$ cat src/rtl/ps_req_issuer_if.sv
// Handshake bundle between ps_req_issuer, its clients and the priority selector.
interface ps_req_issuer_if;
    logic [3:0] push_valid;
    logic [3:0] push_ready;
    logic [3:0] req;
    logic       en;
    logic [3:0] gnt;
    logic       owner_valid;
    logic [1:0] owner;
    logic       busy;
    logic       hold_done;
    logic       error;
    logic [3:0] starve;

    // Issuer side
    modport master (
        input  push_valid, gnt,
        output push_ready, req, en, owner_valid, owner, busy, hold_done, error, starve
    );

    // Client / selector side
    modport slave (
        output push_valid, gnt,
        input  push_ready, req, en, owner_valid, owner, busy, hold_done, error, starve
    );
endinterface

$ cat src/rtl/ps_req_issuer.sv
// ps_req_issuer: queues per-client grant requests, drives a fixed-priority
// selector (req/en), accepts its one-hot gnt and holds the winner for
// HOLD_CYCLES cycles. Illegal gnt values and push overflow set a sticky error.
// Optional macro PS_REQ_ISSUER_STARVE_CNT_EN adds per-client starvation flags.
module ps_req_issuer #(
    parameter int unsigned CNT_W        = 3,
    parameter int unsigned HOLD_CYCLES  = 4,
    parameter int unsigned STARVE_LIMIT = 8
) (
    input  logic            clock,
    input  logic            reset_n,
    ps_req_issuer_if.master bus
);
    localparam int unsigned N      = 4;
    localparam int unsigned PMAX   = (1 << CNT_W) - 1;
    localparam int unsigned HOLD_W = (HOLD_CYCLES > 1) ? $clog2(HOLD_CYCLES) : 1;

    typedef enum logic {
        IDLE = 1'b0,
        HOLD = 1'b1
    } state_t;

    state_t              state;
    logic [CNT_W-1:0]    pending [N];
    logic [HOLD_W-1:0]   hold_cnt;
    logic [1:0]          owner_q;
    logic                owner_valid_q;
    logic                busy_q;
    logic                hold_done_q;
    logic                error_q;

    logic [N-1:0]        ready_c;
    logic [N-1:0]        req_c;
    logic [N-1:0]        push_acc;
    logic                overflow;
    logic [1:0]          gnt_idx;
    logic                gnt_onehot;
    logic                accept;
    logic                proto_err;

    // Client-facing ready and selector-facing req, straight from registered state
    always_comb begin
        ready_c = '0;
        req_c   = '0;
        for (int i = 0; i < N; i++) begin
            ready_c[i] = (pending[i] != CNT_W'(PMAX));
            req_c[i]   = (state == IDLE) && (pending[i] != '0);
        end
    end

    // Grant decode, legality check and push acceptance
    always_comb begin
        gnt_idx = '0;
        for (int i = 0; i < N; i++) begin
            if (bus.gnt[i]) gnt_idx = 2'(i);
        end
        gnt_onehot = (bus.gnt != '0) && ((bus.gnt & (bus.gnt - 4'd1)) == '0);
        accept     = (state == IDLE) && gnt_onehot && (pending[gnt_idx] != '0);
        proto_err  = (bus.gnt != '0) && !accept;
        push_acc   = bus.push_valid & ready_c;
        overflow   = |(bus.push_valid & ~ready_c);
    end

    // Tenure FSM, pending counters and registered status outputs
    always_ff @(posedge clock) begin
        if (!reset_n) begin
            state         <= IDLE;
            hold_cnt      <= '0;
            owner_q       <= '0;
            owner_valid_q <= 1'b0;
            busy_q        <= 1'b0;
            hold_done_q   <= 1'b0;
            error_q       <= 1'b0;
            for (int i = 0; i < N; i++) pending[i] <= '0;
        end else begin
            owner_valid_q <= 1'b0;
            for (int i = 0; i < N; i++) begin
                pending[i] <= pending[i] + CNT_W'(push_acc[i]) - CNT_W'(accept && bus.gnt[i]);
            end
            if (proto_err || overflow) error_q <= 1'b1;
            case (state)
                IDLE: begin
                    if (accept) begin
                        state         <= HOLD;
                        owner_q       <= gnt_idx;
                        owner_valid_q <= 1'b1;
                        busy_q        <= 1'b1;
                        hold_cnt      <= HOLD_W'(HOLD_CYCLES - 1);
                        hold_done_q   <= (HOLD_CYCLES == 1);
                    end
                end
                HOLD: begin
                    if (hold_cnt == '0) begin
                        state       <= IDLE;
                        busy_q      <= 1'b0;
                        hold_done_q <= 1'b0;
                    end else begin
                        hold_cnt    <= hold_cnt - HOLD_W'(1);
                        hold_done_q <= (hold_cnt == HOLD_W'(1));
                    end
                end
                default: state <= IDLE;
            endcase
        end
    end

`ifdef PS_REQ_ISSUER_STARVE_CNT_EN
    localparam int unsigned WAIT_W   = $clog2(STARVE_LIMIT) + 1;
    localparam int unsigned WAIT_MAX = (1 << WAIT_W) - 1;

    logic [WAIT_W-1:0] wait_cnt [N];
    logic [N-1:0]      starve_c;

    // Saturating per-client wait counters; observational only
    always_ff @(posedge clock) begin
        if (!reset_n) begin
            for (int i = 0; i < N; i++) wait_cnt[i] <= '0;
        end else begin
            for (int i = 0; i < N; i++) begin
                if ((pending[i] == '0) || (accept && bus.gnt[i])) begin
                    wait_cnt[i] <= '0;
                end else if (req_c[i] && !bus.gnt[i] && (wait_cnt[i] != WAIT_W'(WAIT_MAX))) begin
                    wait_cnt[i] <= wait_cnt[i] + WAIT_W'(1);
                end
            end
        end
    end

    // Starvation flags from registered wait counts
    always_comb begin
        starve_c = '0;
        for (int i = 0; i < N; i++) starve_c[i] = (wait_cnt[i] >= WAIT_W'(STARVE_LIMIT));
    end

    assign bus.starve = starve_c;
`else
    assign bus.starve = 4'b0000;
`endif

    assign bus.push_ready  = ready_c;
    assign bus.req         = req_c;
    assign bus.en          = (state == IDLE);
    assign bus.owner_valid = owner_valid_q;
    assign bus.owner       = owner_q;
    assign bus.busy        = busy_q;
    assign bus.hold_done   = hold_done_q;
    assign bus.error       = error_q;

endmodule

$ cat src/flat_wrapper.sv
// flat-port wrapper written by rule: the top's interface ports become plain ports
module ps_req_issuer_flat 
#(
    parameter int unsigned CNT_W        = 3,
    parameter int unsigned HOLD_CYCLES  = 4,
    parameter int unsigned STARVE_LIMIT = 8
)
  (clock, reset_n, bus_push_valid, bus_gnt, bus_push_ready, bus_req, bus_en, bus_owner_valid, bus_owner, bus_busy, bus_hold_done, bus_error, bus_starve);
  ps_req_issuer_if bus_i ();
  input  logic clock;
  input  logic reset_n;
  input wire logic [$bits(bus_i.push_valid)-1:0] bus_push_valid;
  input wire logic [$bits(bus_i.gnt)-1:0] bus_gnt;
  output wire logic [$bits(bus_i.push_ready)-1:0] bus_push_ready;
  output wire logic [$bits(bus_i.req)-1:0] bus_req;
  output wire logic [$bits(bus_i.en)-1:0] bus_en;
  output wire logic [$bits(bus_i.owner_valid)-1:0] bus_owner_valid;
  output wire logic [$bits(bus_i.owner)-1:0] bus_owner;
  output wire logic [$bits(bus_i.busy)-1:0] bus_busy;
  output wire logic [$bits(bus_i.hold_done)-1:0] bus_hold_done;
  output wire logic [$bits(bus_i.error)-1:0] bus_error;
  output wire logic [$bits(bus_i.starve)-1:0] bus_starve;
  assign bus_i.push_valid = bus_push_valid;
  assign bus_i.gnt = bus_gnt;
  assign bus_push_ready = bus_i.push_ready;
  assign bus_req = bus_i.req;
  assign bus_en = bus_i.en;
  assign bus_owner_valid = bus_i.owner_valid;
  assign bus_owner = bus_i.owner;
  assign bus_busy = bus_i.busy;
  assign bus_hold_done = bus_i.hold_done;
  assign bus_error = bus_i.error;
  assign bus_starve = bus_i.starve;
  ps_req_issuer #(.CNT_W(CNT_W), .HOLD_CYCLES(HOLD_CYCLES), .STARVE_LIMIT(STARVE_LIMIT)) u_core (.clock(clock), .reset_n(reset_n), .bus(bus_i));
endmodule
$ cat config.mk
export PLATFORM = sky130hd
export DESIGN_NAME = ps_req_issuer_flat
export DESIGN_NICKNAME = d
export VERILOG_FILES = /design/src/rtl/ps_req_issuer_if.sv /design/src/rtl/ps_req_issuer.sv /design/src/flat_wrapper.sv
export SDC_FILE = /design/constraint.sdc
export NUM_CORES = 1
export LEC_CHECK = 0
export CORE_ASPECT_RATIO = 1.5
export CORE_MARGIN = 3
export CORE_UTILIZATION = 44
export CTS_CLUSTER_DIAMETER = 200
export CTS_CLUSTER_SIZE = 25
export DETAILED_ROUTE_END_ITERATION = 12
export HOLD_SLACK_MARGIN = 0.02
export PLACE_DENSITY_LB_ADDON = 0.2
export SYNTH_ARGS = -nofsm -noshare
export SYNTH_HDL_FRONTEND = slang
export SYNTH_SLANG_ARGS = --single-unit
$ cat constraint.sdc
create_clock -name clock -period 3.14 [get_ports clock]
set_input_delay 0.785 -clock clock [delete_from_list [all_inputs] [get_ports clock]]
set_output_delay 0.785 -clock clock [all_outputs]
set_load 0.01 [all_outputs]
# == Word level (Yosys, flattened, before mapping) ==
# Memories as Yosys holds them, arrays and structs flattened.
# Cells that the tools add are included.
# op_classes
n_addsub,10
eq_ne,8
n_mux,21
bitwise,10
n_reduce_logical,27
# op_table
cell,n
nonzero test 3 bit,5
adder 3 x 1 -> 3 bit,4
AND 4 bit,3
logical AND 1 bit,12
2-to-1 mux 3 bit,4
"!= test 3 bit, second input constant",4
subtractor 3 x 1 -> 3 bit,4
2-to-1 mux 1 bit,9
2-to-1 mux 2 bit,4
case mux 1 bit (2 select lines),3
AND reduction 2 bit,3
zero test 4 bit,1
"!= test 2 bit, second input constant",2
inverter 4 bit,1
OR 1 bit,4
case mux 2 bit (2 select lines),1
nonzero test 4 bit,1
OR reduction 4 bit,1
"subtractor 4 x 1 -> 4 bit, second input constant",1
"== test 2 x 1 -> 1 bit, second input constant",1
zero test 2 bit,1
"!= test 2 x 1 -> 1 bit, second input constant",1
inverter 1 bit,2
OR reduction 2 bit,1
3 further kinds,3
# totals
reg_bits,9
mem_bits_rw,12
input_bits,10
output_inout_bits,19
word_cells,84
n_memories,1
# memory_table
name,depth,width,rd,rd_clocked_by_memory_dff,write_ports,line,text
u_core.pending,4,3,5,0,4,ps_req_issuer.sv:24,logic [CNT_W-1:0] pending [N];

# == Longest topological paths before layout ==
# Gate-level depths: netlist of run 1.
# logic_depth
ltp_word,9
depth_mapped,13
depth_no_buf,12

# == Least setup slack after synthesis of run 1 ==
# OpenSTA, ideal clock, no wires.
# synth_path
path_kind,input -> register
start,in bus_gnt[1]
end,mem u_core.pending[3][2]
setup_time_ns,0.115
arrival_ns,3.190
required_ns,3.025
path_slack_ns,-0.165
cell_stages,13
n_path_buf,1
cell_sequence,or4b_1 -> o211ai_2 -> o221a_4 -> buf_6 -> and2_1 -> ha_1 -> inv_1 -> ha_1 -> inv_1 -> fa_1 -> xnor2_1 -> xnor2_1 -> and2_1
# synth_rtl
item,line,text
from (decl),flat_wrapper.sv:13,input wire logic [$bits(bus_i.gnt)-1:0] bus_gnt;
to (decl),ps_req_issuer.sv:24,

==> results_dict.tcl, run 1 <==
set metrics [dict create \
    outcome "complete, but fails checks" \
    failed_checks "setup timing" \
    cts-root-buf "clkbuf_8" \
    io_buffer_count 24 \
    cp.arrival_ns 3.30 \
    finalMaxSlewViolations 0 \
    syn_to_final_growth_pct 38.7 \
    ant_nets 0 \
    cp.required_ns 3.29 \
    synth_ff_type "dfxtp_1" \
    path_clk_slew_ns 0.07 \
    synth.most_common_cell "dfxtp_1" \
    grt_max_degree 25 \
    maxSlewHeadroom 0.505 \
    period_share 1.00 \
    rows 23 \
    cts_max_level 1 \
    synth_seq_cells 21 \
    cell_internal_pwr_mw 0.692 \
    hold_class "flop to flop" \
    tns_ns -0.00155 \
    finalWeightedCongestion 0.801 \
    yosysWarnings 0 \
    combPwrFrac 0.458 \
    num_vias 1035 \
    finalWirelength_um 2730 \
    route.detailed.drc 0 \
    ctsHoldBuffers 0 \
    routedWlPerCell_um 13.2 \
    cts.sinks 21 \
    placed_area_mm2 0.00158 \
    n_antenna_cell 0 \
    final_nets 194 \
    clock_path_buffers 2 \
    critPathCaptureType "flop" \
    die_h_um 71.6 \
    multi_input_area_um2 865 \
    pin_count 29 \
    antenna_found_initial 0 \
    fp.dieW_um 49.8 \
    path_class "input port to flop" \
    powerDensity_mw_per_mm2 602 \
    core_area_mm2 0.00271 \
    grt_overflow 0 \
    synth_edf_count 0 \
    dieArea_mm2 0.00356 \
    cap_viol_max_count 0 \
    rsz0062_at_grt "yes" \
    p_switching_mw 0.363 \
    netlist_instances 137 \
    synth_common_cells "dfxtp_1 (21), and2_1 (18), inv_1 (16), ha_1 (10), xnor2_1 (8)" \
    grt_pass1_wl_um 4520 \
    ys_types 33 \
    vias_per_cell 5.02 \
    ff_latch_area_um2 420 \
    hold_violations 0 \
    worst_pin_slew_ns 0.740 \
    clock_power_share 0.166 \
    fmax_mhz 318 \
    initial_core_util 0.467 \
    clock_latency_ns 0.26 \
    yosysSeqAreaShare 0.333 \
    nFillCells 240 \
    dr.pass1.iters 3 \
    syn_area_mm2 0.00126 \
    syn_avg_cell_area_um2 9.22 \
    fin_area_mm2 0.00175 \
    first_global_vias 1031 \
    synth-async-reset-ratio 0 \
    cts_tree "yes" \
    post-dp-hpwl_um 1940 \
    dr.first_iter.drc_count 10 \
    cp-start-kind "input port" \
    layout-drive-gt1-share 0.260 \
    timing.final.ws_setup_ns -0.00155 \
    grt_usage 0.162 \
    p_sw_frac 0.344 \
    crit_fanout 5 \
    pwr-share-seq 0.376 \
    p_leak_nw 0.691 \
    fin_skew_ns 0.00149 \
    finalSetupViolCount 1 \
    synth.top_cell.area_share 0.333 \
    yosys.area.top_type "dfxtp_1" \
    period_minus_slack_ns 3.14 \
    cts-buffers-inserted 3 \
    worst_ir_drop_vdd_uv 407 \
    synth.area.top_cells "dfxtp_1 (33%), ha_1 (9.9%), and2_1 (8.9%), fa_1 (6.3%), xnor2_1 (5.5%)" \
]
## critical path, stage by stage
cell	delay (ns)
buf_8	0.10
or4b_4	0.53
o211ai_2	0.22
o221a_4	0.25
buf_6	0.11
buf_6	0.08
and2_4	0.13
ha_4	0.12
inv_2	0.03
ha_4	0.15
fa_2	0.39
xnor2_2	0.15
xnor2_1	0.12
and2_1	0.14
## stage by stage
| stage | hold slack [ns] | setup slack (ns) | total power, mW | utilization | instances |
|---|---|---|---|---|---|
| after floorplan | 0.479 | -0.126 | 0.675 | - | 140 |
| after global placement | 0.443 | -0.574 | 0.810 | 0.583 | 198 |
| after detailed placement | 0.450 | -0.639 | 0.824 | 0.583 | 198 |
| after CTS | 0.464 | 0.00864 | 1.02 | 0.612 | 205 |
| after global routing | 0.493 | -0.0741 | 1.14 | 0.648 | 206 |
| final | 0.460 | -0.00155 | 1.05 | 0.648 | 206 |
## cells by family (layout without fill, tap and decap cells)
| kind of cell | after synthesis | count (layout) | synth area share |
|---|---|---|---|
| AO/OA/AOI/OAI | 17 | 17 | 0.110 |
| XOR/XNOR | 8 | 8 | 0.0554 |
| adder cells (fa/ha/maj) | 14 | 14 | 0.162 |
| buffers and inverters | 24 | 53 | 0.0891 |
| flip-flops | 21 | 21 | 0.333 |
| multiplexers | 2 | 2 | 0.0158 |
| other | 1 | 4 | 0.00297 |
| AND/OR/NAND/NOR | 50 | 50 | 0.232 |
## per-layer routing
layer | track usage | share of wire | vias to the layer above
met5 | 0 | 0 | -
met4 | 0.0708 | 0.017 | 0
met3 | 0.0374 | 0.044 | 6
met2 | 0.277 | 0.53 | 23
met1 | 0.192 | 0.41 | 487
li1 | - | - | 519
## what timing repair did
action / 4_1_cts / 5_1_grt
cloned: 0 / 0
gates resized for setup: 24 / 21
setup endpoints to repair: 8 / 6
setup buffers: 3 / 1
pin swaps: 9 / 14
## worst paths after layout
path / slack (ns) / to / cells past startpoint / start
worst max-delay path: -0.002 / u_core.pending[2][2] / 14 / bus_gnt[1]
worst min register to register: 0.46 / u_core.bus.owner[1] / 2 / u_core.bus.owner[1]
worst max register to register: 0.10 / u_core.pending[2][2] / 13 / u_core.pending[0][1]
worst min-delay path: 0.46 / u_core.bus.owner[1] / 2 / u_core.bus.owner[1]
## power groups by stage
stage	clock, mW	combinational, mW	sequential, mW
floorplan	0	0.289	0.386
global placement	0	0.416	0.394
detailed placement	0	0.425	0.399
CTS	0.178	0.446	0.395
global route	0.191	0.536	0.408
finish	0.175	0.483	0.397
## placed cells by master (no fill, tap or decap), types with 2 or more instances in the layout
cell	count
or4b_1	3
ha_1	3
and2_4	3
o21a_1	2
buf_4	8
nand4_1	4
o21ai_0	3
dfxtp_1	21
and2_1	15
xnor2_2	4
clkbuf_8	3
nand2_1	4
ha_2	2
conb_1	4
fa_2	4
a21boi_0	2
inv_1	11
xnor2_1	4
mux2i_1	2
ha_4	5
nor2b_1	3
nor2_1	5
inv_2	4
nor3_1	4
nand3_1	6
buf_6	3
clkdlybuf4s50_1	20
## sequential cells by signal, indices dropped and copies added, names as in the netlist
register and count:
u_core.bus.owner 2, u_core.bus.busy 1, u_core.hold_cnt 2, u_core.bus.error 1, u_core.pending 12, u_core.bus.hold_done 1, u_core.bus.owner_valid 1, u_core.state 1
## area by class of cell
class | count | share of cell area
Clock buffer | 4 | 0.0257
Inverter | 16 | 0.0357
Multi-Input combinational cell | 95 | 0.493
Sequential cell | 21 | 0.240
Tap cell | 37 | 0.0264
Timing Repair Buffer | 33 | 0.179
(Power assumes the default switching activity.)
==> run 2: changes to the inputs <==
==> constraint.sdc (replaced) <==
create_clock -name clock -period 2.71 [get_ports clock]
set_input_delay 0.6775 -clock clock [delete_from_list [all_inputs] [get_ports clock]]
set_output_delay 0.6775 -clock clock [all_outputs]
set_load 0.01 [all_outputs]
==> results_dict.tcl, run 2 (synthesis gave the netlist of run 1 again) <==
set metrics [dict create \
    clock_path_buffers 2 \
    dieArea_mm2 0.00356 \
    io_buffer_count 24 \
    finalMaxSlewViolations 0 \
    period_share 1.10 \
    cts-buffers-inserted 3 \
    finalSetupViolCount 8 \
    pin_count 29 \
    route.detailed.drc 0 \
    routedWlPerCell_um 13.7 \
    ctsHoldBuffers 0 \
    final_common_cell "dfxtp_1" \
    cp.arrival_ns 3.14 \
    die_h_um 71.6 \
    clock_latency_ns 0.26 \
    core_area_mm2 0.00271 \
    rows 23 \
    layout-drive-gt1-share 0.330 \
    grt_overflow 0 \
    fin_skew_ns 0.00630 \
    initial_core_util 0.467 \
    worst_pin_slew_ns 0.735 \
    grt_usage 0.169 \
    mostFrequentLayoutCells "dfxtp_1 (21), clkdlybuf4s50_1 (20), buf_4 (19)" \
    powerDensity_mw_per_mm2 711 \
    cts_max_level 1 \
    gr-usage-met1 0.197 \
    syn_to_final_growth_pct 49.4 \
    grt_pass1_wl_um 4820 \
    slowest_delay_ns 0.55 \
    p_leak_nw 0.748 \
    tns_ns -1.21 \
    antenna_found_initial 0 \
    finalPower_mw 1.34 \
    fin_util 0.698 \
    failed_checks "setup timing" \
    dr.pass1.iters 4 \
    cp.required_ns 2.87 \
    worst_ir_drop_vdd_uv 447 \
    cts_tree "yes" \
    largest_register_ffs 12 \
    hold_violations 0 \
    hold_class "flop to flop" \
    crit_path_top_delay_cell "or4b_4" \
    finalWeightedCongestion 0.751 \
    crit_fanout 5 \
    cts-root-buf "clkbuf_8" \
    final_nets 204 \
    dr.first_iter.drc_count 31 \
    grt_busiest_layer "met2" \
    maxSlewHeadroom 0.509 \
    top_register "u_core.pending" \
    cp-start-kind "input port" \
    worstPathCellList "buf_8 -> or4b_4 -> o211ai_4 -> o221a_4 -> and2_4 -> ha_4 -> inv_4 -> ha_4 -> inv_2 -> fa_2 -> xnor2_2 -> xnor2_1 -> and2_1" \
    gr-usage-met3 0.0249 \
    ant_nets 0 \
    critPathCaptureType "flop" \
    timing.final.ws_setup_ns -0.272 \
    num_vias 1135 \
    vias_per_cell 5.25 \
    cap_viol_max_count 0 \
    post-dp-hpwl_um 2010 \
    groute.layer.met2.usage 0.305 \
    path_class "input port to flop" \
    cts.sinks 21 \
    path_clk_slew_ns 0.08 \
    grt_max_degree 25 \
    finalWirelength_um 2950 \
    n_antenna_cell 0 \
    fp.dieW_um 49.8 \
    timing.critical_path.mode_cell "ha_4" \
    period_minus_slack_ns 2.98 \
    first_global_vias 1100 \
    outcome "complete, but fails checks" \
    rsz0062_at_grt "yes" \
    fmax_mhz 335 \
]
run 2: cell count changes in the layout (fill, tap and decap cells not counted), sizes merged:
cell,delta
buf,+10
run 2: per-layer routing:
layer	share of wire	vias up
li1	-	538
met1	0.41	550
met2	0.52	39
met3	0.044	8
met4	0.024	0
met5	0	-
run 2: final timing paths:
path                              from                    to  slack (ns)  cells past startpoint
setup / recovery            bus_gnt[0]  u_core.pending[3][2]       -0.27                     13
hold reg to reg    u_core.bus.owner[0]   u_core.bus.owner[0]        0.46                      2
hold / removal     u_core.bus.owner[0]   u_core.bus.owner[0]        0.46                      2
setup reg to reg  u_core.pending[1][0]  u_core.pending[2][2]       -0.01                     12
run 2: power breakdown:
part           internal [mW]  total (mW)  switching, mW
clock network          0.105       0.210          0.105
registers              0.377       0.437         0.0592
logic                  0.389       0.696          0.307
run 2: cell type report:
| class | instances | area (um^2) |
|---|---|---|
| Fill cell | 241 | 817 |
| Multi-Input combinational cell | 95 | 923 |
| Timing Repair Buffer | 43 | 385 |
| Tap cell | 37 | 46.3 |
| Inverter | 16 | 67.6 |
| Sequential cell | 21 | 420 |
| Clock buffer | 4 | 45.0 |
run 2: critical path: cells and delay by family:
| kind | cells | cell delay [ns] |
|---|---|---|
| simple gates | 3 | 0.86 |
| xor+xnor | 2 | 0.26 |
| buf+inv | 3 | 0.18 |
| fa+ha+maj | 3 | 0.70 |
| compound gates | 2 | 0.45 |
run 2: repair_timing:
| item | 4_1_cts | 5_1_grt |
|---|---|---|
| setup endpoints to repair | 12 | 8 |
| pin swaps | 15 | 8 |
| resized for setup | 34 | 21 |
| buffers inserted | 3 | 3 |
run 2: stage by stage:
| step | hold WS (ns) | std cells | setup WS [ns] | area, um^2 |
|---|---|---|---|---|
| after CTS | 0.459 | 213 | -0.255 | 1770 |
| after global placement | 0.443 | 206 | -0.895 | 1640 |
| after detailed placement | 0.447 | 206 | -0.991 | 1640 |
| final | 0.457 | 216 | -0.272 | 1890 |
| after floorplan | 0.479 | 140 | -0.449 | 1310 |
| after global routing | 0.488 | 216 | -0.361 | 1890 |
==> run 3: changes to the inputs <==
--- a/config.mk
+++ b/config.mk
@@ -13,6 +13,7 @@
 export DETAILED_ROUTE_END_ITERATION = 12
 export HOLD_SLACK_MARGIN = 0.02
 export PLACE_DENSITY_LB_ADDON = 0.2
+export SKIP_LAST_GASP = 1
 export SYNTH_ARGS = -nofsm -noshare
 export SYNTH_HDL_FRONTEND = slang
 export SYNTH_SLANG_ARGS = --single-unit
==> results_dict.tcl, run 3 (synthesis gave the netlist of run 1 again) <==
set metrics [dict create \
    layout-drive-gt1-share 0.330 \
    num_vias 1135 \
    clock_latency_ns 0.26 \
    outcome "complete, but fails checks" \
    period_share 1.10 \
    dr.pass1.iters 4 \
    grt_usage 0.169 \
    clock_power_share 0.156 \
    cts_max_level 1 \
    finalWirelength_um 2950 \
    antenna_found_initial 0 \
    combPwrFrac 0.518 \
    placed_area_mm2 0.00164 \
    nFillCells 241 \
    crit_family "simple AND/OR/NAND/NOR gates" \
    dieArea_mm2 0.00356 \
    finalSetupViolCount 8 \
    maxSlewHeadroom 0.509 \
    fin_area_mm2 0.00189 \
    final_common_cell "dfxtp_1" \
    hold_violations 0 \
    grt_pass1_wl_um 4820 \
    finalWeightedCongestion 0.751 \
    failed_checks "setup timing" \
    route.detailed.drc 0 \
    cell_internal_pwr_mw 0.871 \
    core_area_mm2 0.00271 \
    fmax_mhz 335 \
    timing.final.ws_setup_ns -0.272 \
    cap_viol_max_count 0 \
    pin_count 29 \
    fp.dieW_um 49.8 \
    final_nets 204 \
    finalPower_mw 1.34 \
    cp.depth 13 \
    slowest_delay_ns 0.55 \
    routedWlPerCell_um 13.7 \
    rsz0062_at_grt "yes" \
    dr.first_iter.drc_count 31 \
    largest_register_ffs 12 \
    cts-root-buf "clkbuf_8" \
    crit_fanout 5 \
    reg2regPathDepth 12 \
    top_register "u_core.pending" \
    p_switching_mw 0.471 \
    path_class "input port to flop" \
    cts.sinks 21 \
    mostFrequentLayoutCells "dfxtp_1 (21), clkdlybuf4s50_1 (20), buf_4 (19)" \
    cp.arrival_ns 3.14 \
    syn_to_final_growth_pct 49.4 \
    cp.required_ns 2.87 \
    worst_ir_drop_vdd_uv 447 \
    cts_tree "yes" \
    crit_path_top_delay_cell "or4b_4" \
    critPathCaptureType "flop" \
    timing.critical_path.mode_cell "ha_4" \
    n_antenna_cell 0 \
    fin_skew_ns 0.00630 \
    grt_overflow 0 \
    pwr-share-seq 0.325 \
    post-dp-hpwl_um 2010 \
    fin_util 0.698 \
    first_global_vias 1100 \
    vias_per_cell 5.25 \
    worst_pin_slew_ns 0.735 \
    grt_max_degree 25 \
    die_h_um 71.6 \
    rows 23 \
    io_buffer_count 24 \
    p_leak_nw 0.748 \
    initial_core_util 0.467 \
    path_clk_slew_ns 0.08 \
    hold_class "flop to flop" \
    p_sw_frac 0.351 \
    tns_ns -1.21 \
    crit_buf_inv 3 \
    min_path_cells 2 \
    finalMaxSlewViolations 0 \
    cp-start-kind "input port" \
    powerDensity_mw_per_mm2 711 \
    worstPathCellList "buf_8 -> or4b_4 -> o211ai_4 -> o221a_4 -> and2_4 -> ha_4 -> inv_4 -> ha_4 -> inv_2 -> fa_2 -> xnor2_2 -> xnor2_1 -> and2_1" \
    ant_nets 0 \
    cts-buffers-inserted 3 \
    period_minus_slack_ns 2.98 \
    clock_path_buffers 2 \
]
==> run 3: cell counts in the layout (fill, tap and decap cells not counted) <==
No cell type changed its count.
==> run 3: path summary, 6_finish.rpt <==
kind,from,to,slack [ns]
min,u_core.bus.owner[0],u_core.bus.owner[0],0.46
min reg2reg,u_core.bus.owner[0],u_core.bus.owner[0],0.46
max,bus_gnt[0],u_core.pending[3][2],-0.27
max reg2reg,u_core.pending[1][0],u_core.pending[2][2],-0.01
==> run 3: power by group through the flow <==
stage                     clock, mW  sequential (mW)  combinational [mW]
after global placement            0            0.435               0.569
after floorplan                   0            0.447               0.335
after detailed placement          0            0.438               0.585
after CTS                     0.210            0.434               0.627
after global routing          0.223            0.445               0.767
final                         0.210            0.437               0.696
==> run 3: area by class of cell <==
cell class	instances	area, um^2	area share
multi-input cells	95	923	0.489
flip-flops and latches	21	420	0.223
repair buffers	43	385	0.204
inverters	16	67.6	0.0358
well taps	37	46.3	0.0245
clock buffers	4	45.0	0.0239
==> run 3: routing by layer <==
layer  up-vias  global-route usage  wire length (um)
li1        538                   -                 -
met1       550               0.197              1220
met5         -                   0                 0
met4         0              0.0677                71
met3         8              0.0249               131
met2        39               0.305              1530
==> run 3: repair_timing <==
action | 4_1_cts | 5_1_grt
endpoints found under the hold margin | 0 | 0
resized for setup | 34 | 21
pin swaps | 15 | 8
hold buffers | 0 | 0
setup endpoints to repair | 12 | 8
buffers inserted | 3 | 3
==> run 3: worst register-to-register path, stage by stage, from the launching register on <==
cell and delay, ns:
dfxtp_1 0.34, nor3_1 0.32, mux2i_1 0.16, o221a_4 0.30
buf_4 0.14, and2_4 0.13, ha_4 0.26, inv_2 0.03
ha_4 0.15, fa_2 0.39, xnor2_2 0.14, xnor2_1 0.12
and2_1 0.15
==> run 3: metrics by stage <==
stage	instances	setup slack (ns)	hold slack, ns
2_1_floorplan	140	-0.449	0.479
3_3_place_gp	206	-0.895	0.443
3_5_place_dp	206	-0.991	0.447
4_1_cts	213	-0.255	0.459
5_1_grt	216	-0.361	0.488
6_report	216	-0.272	0.457
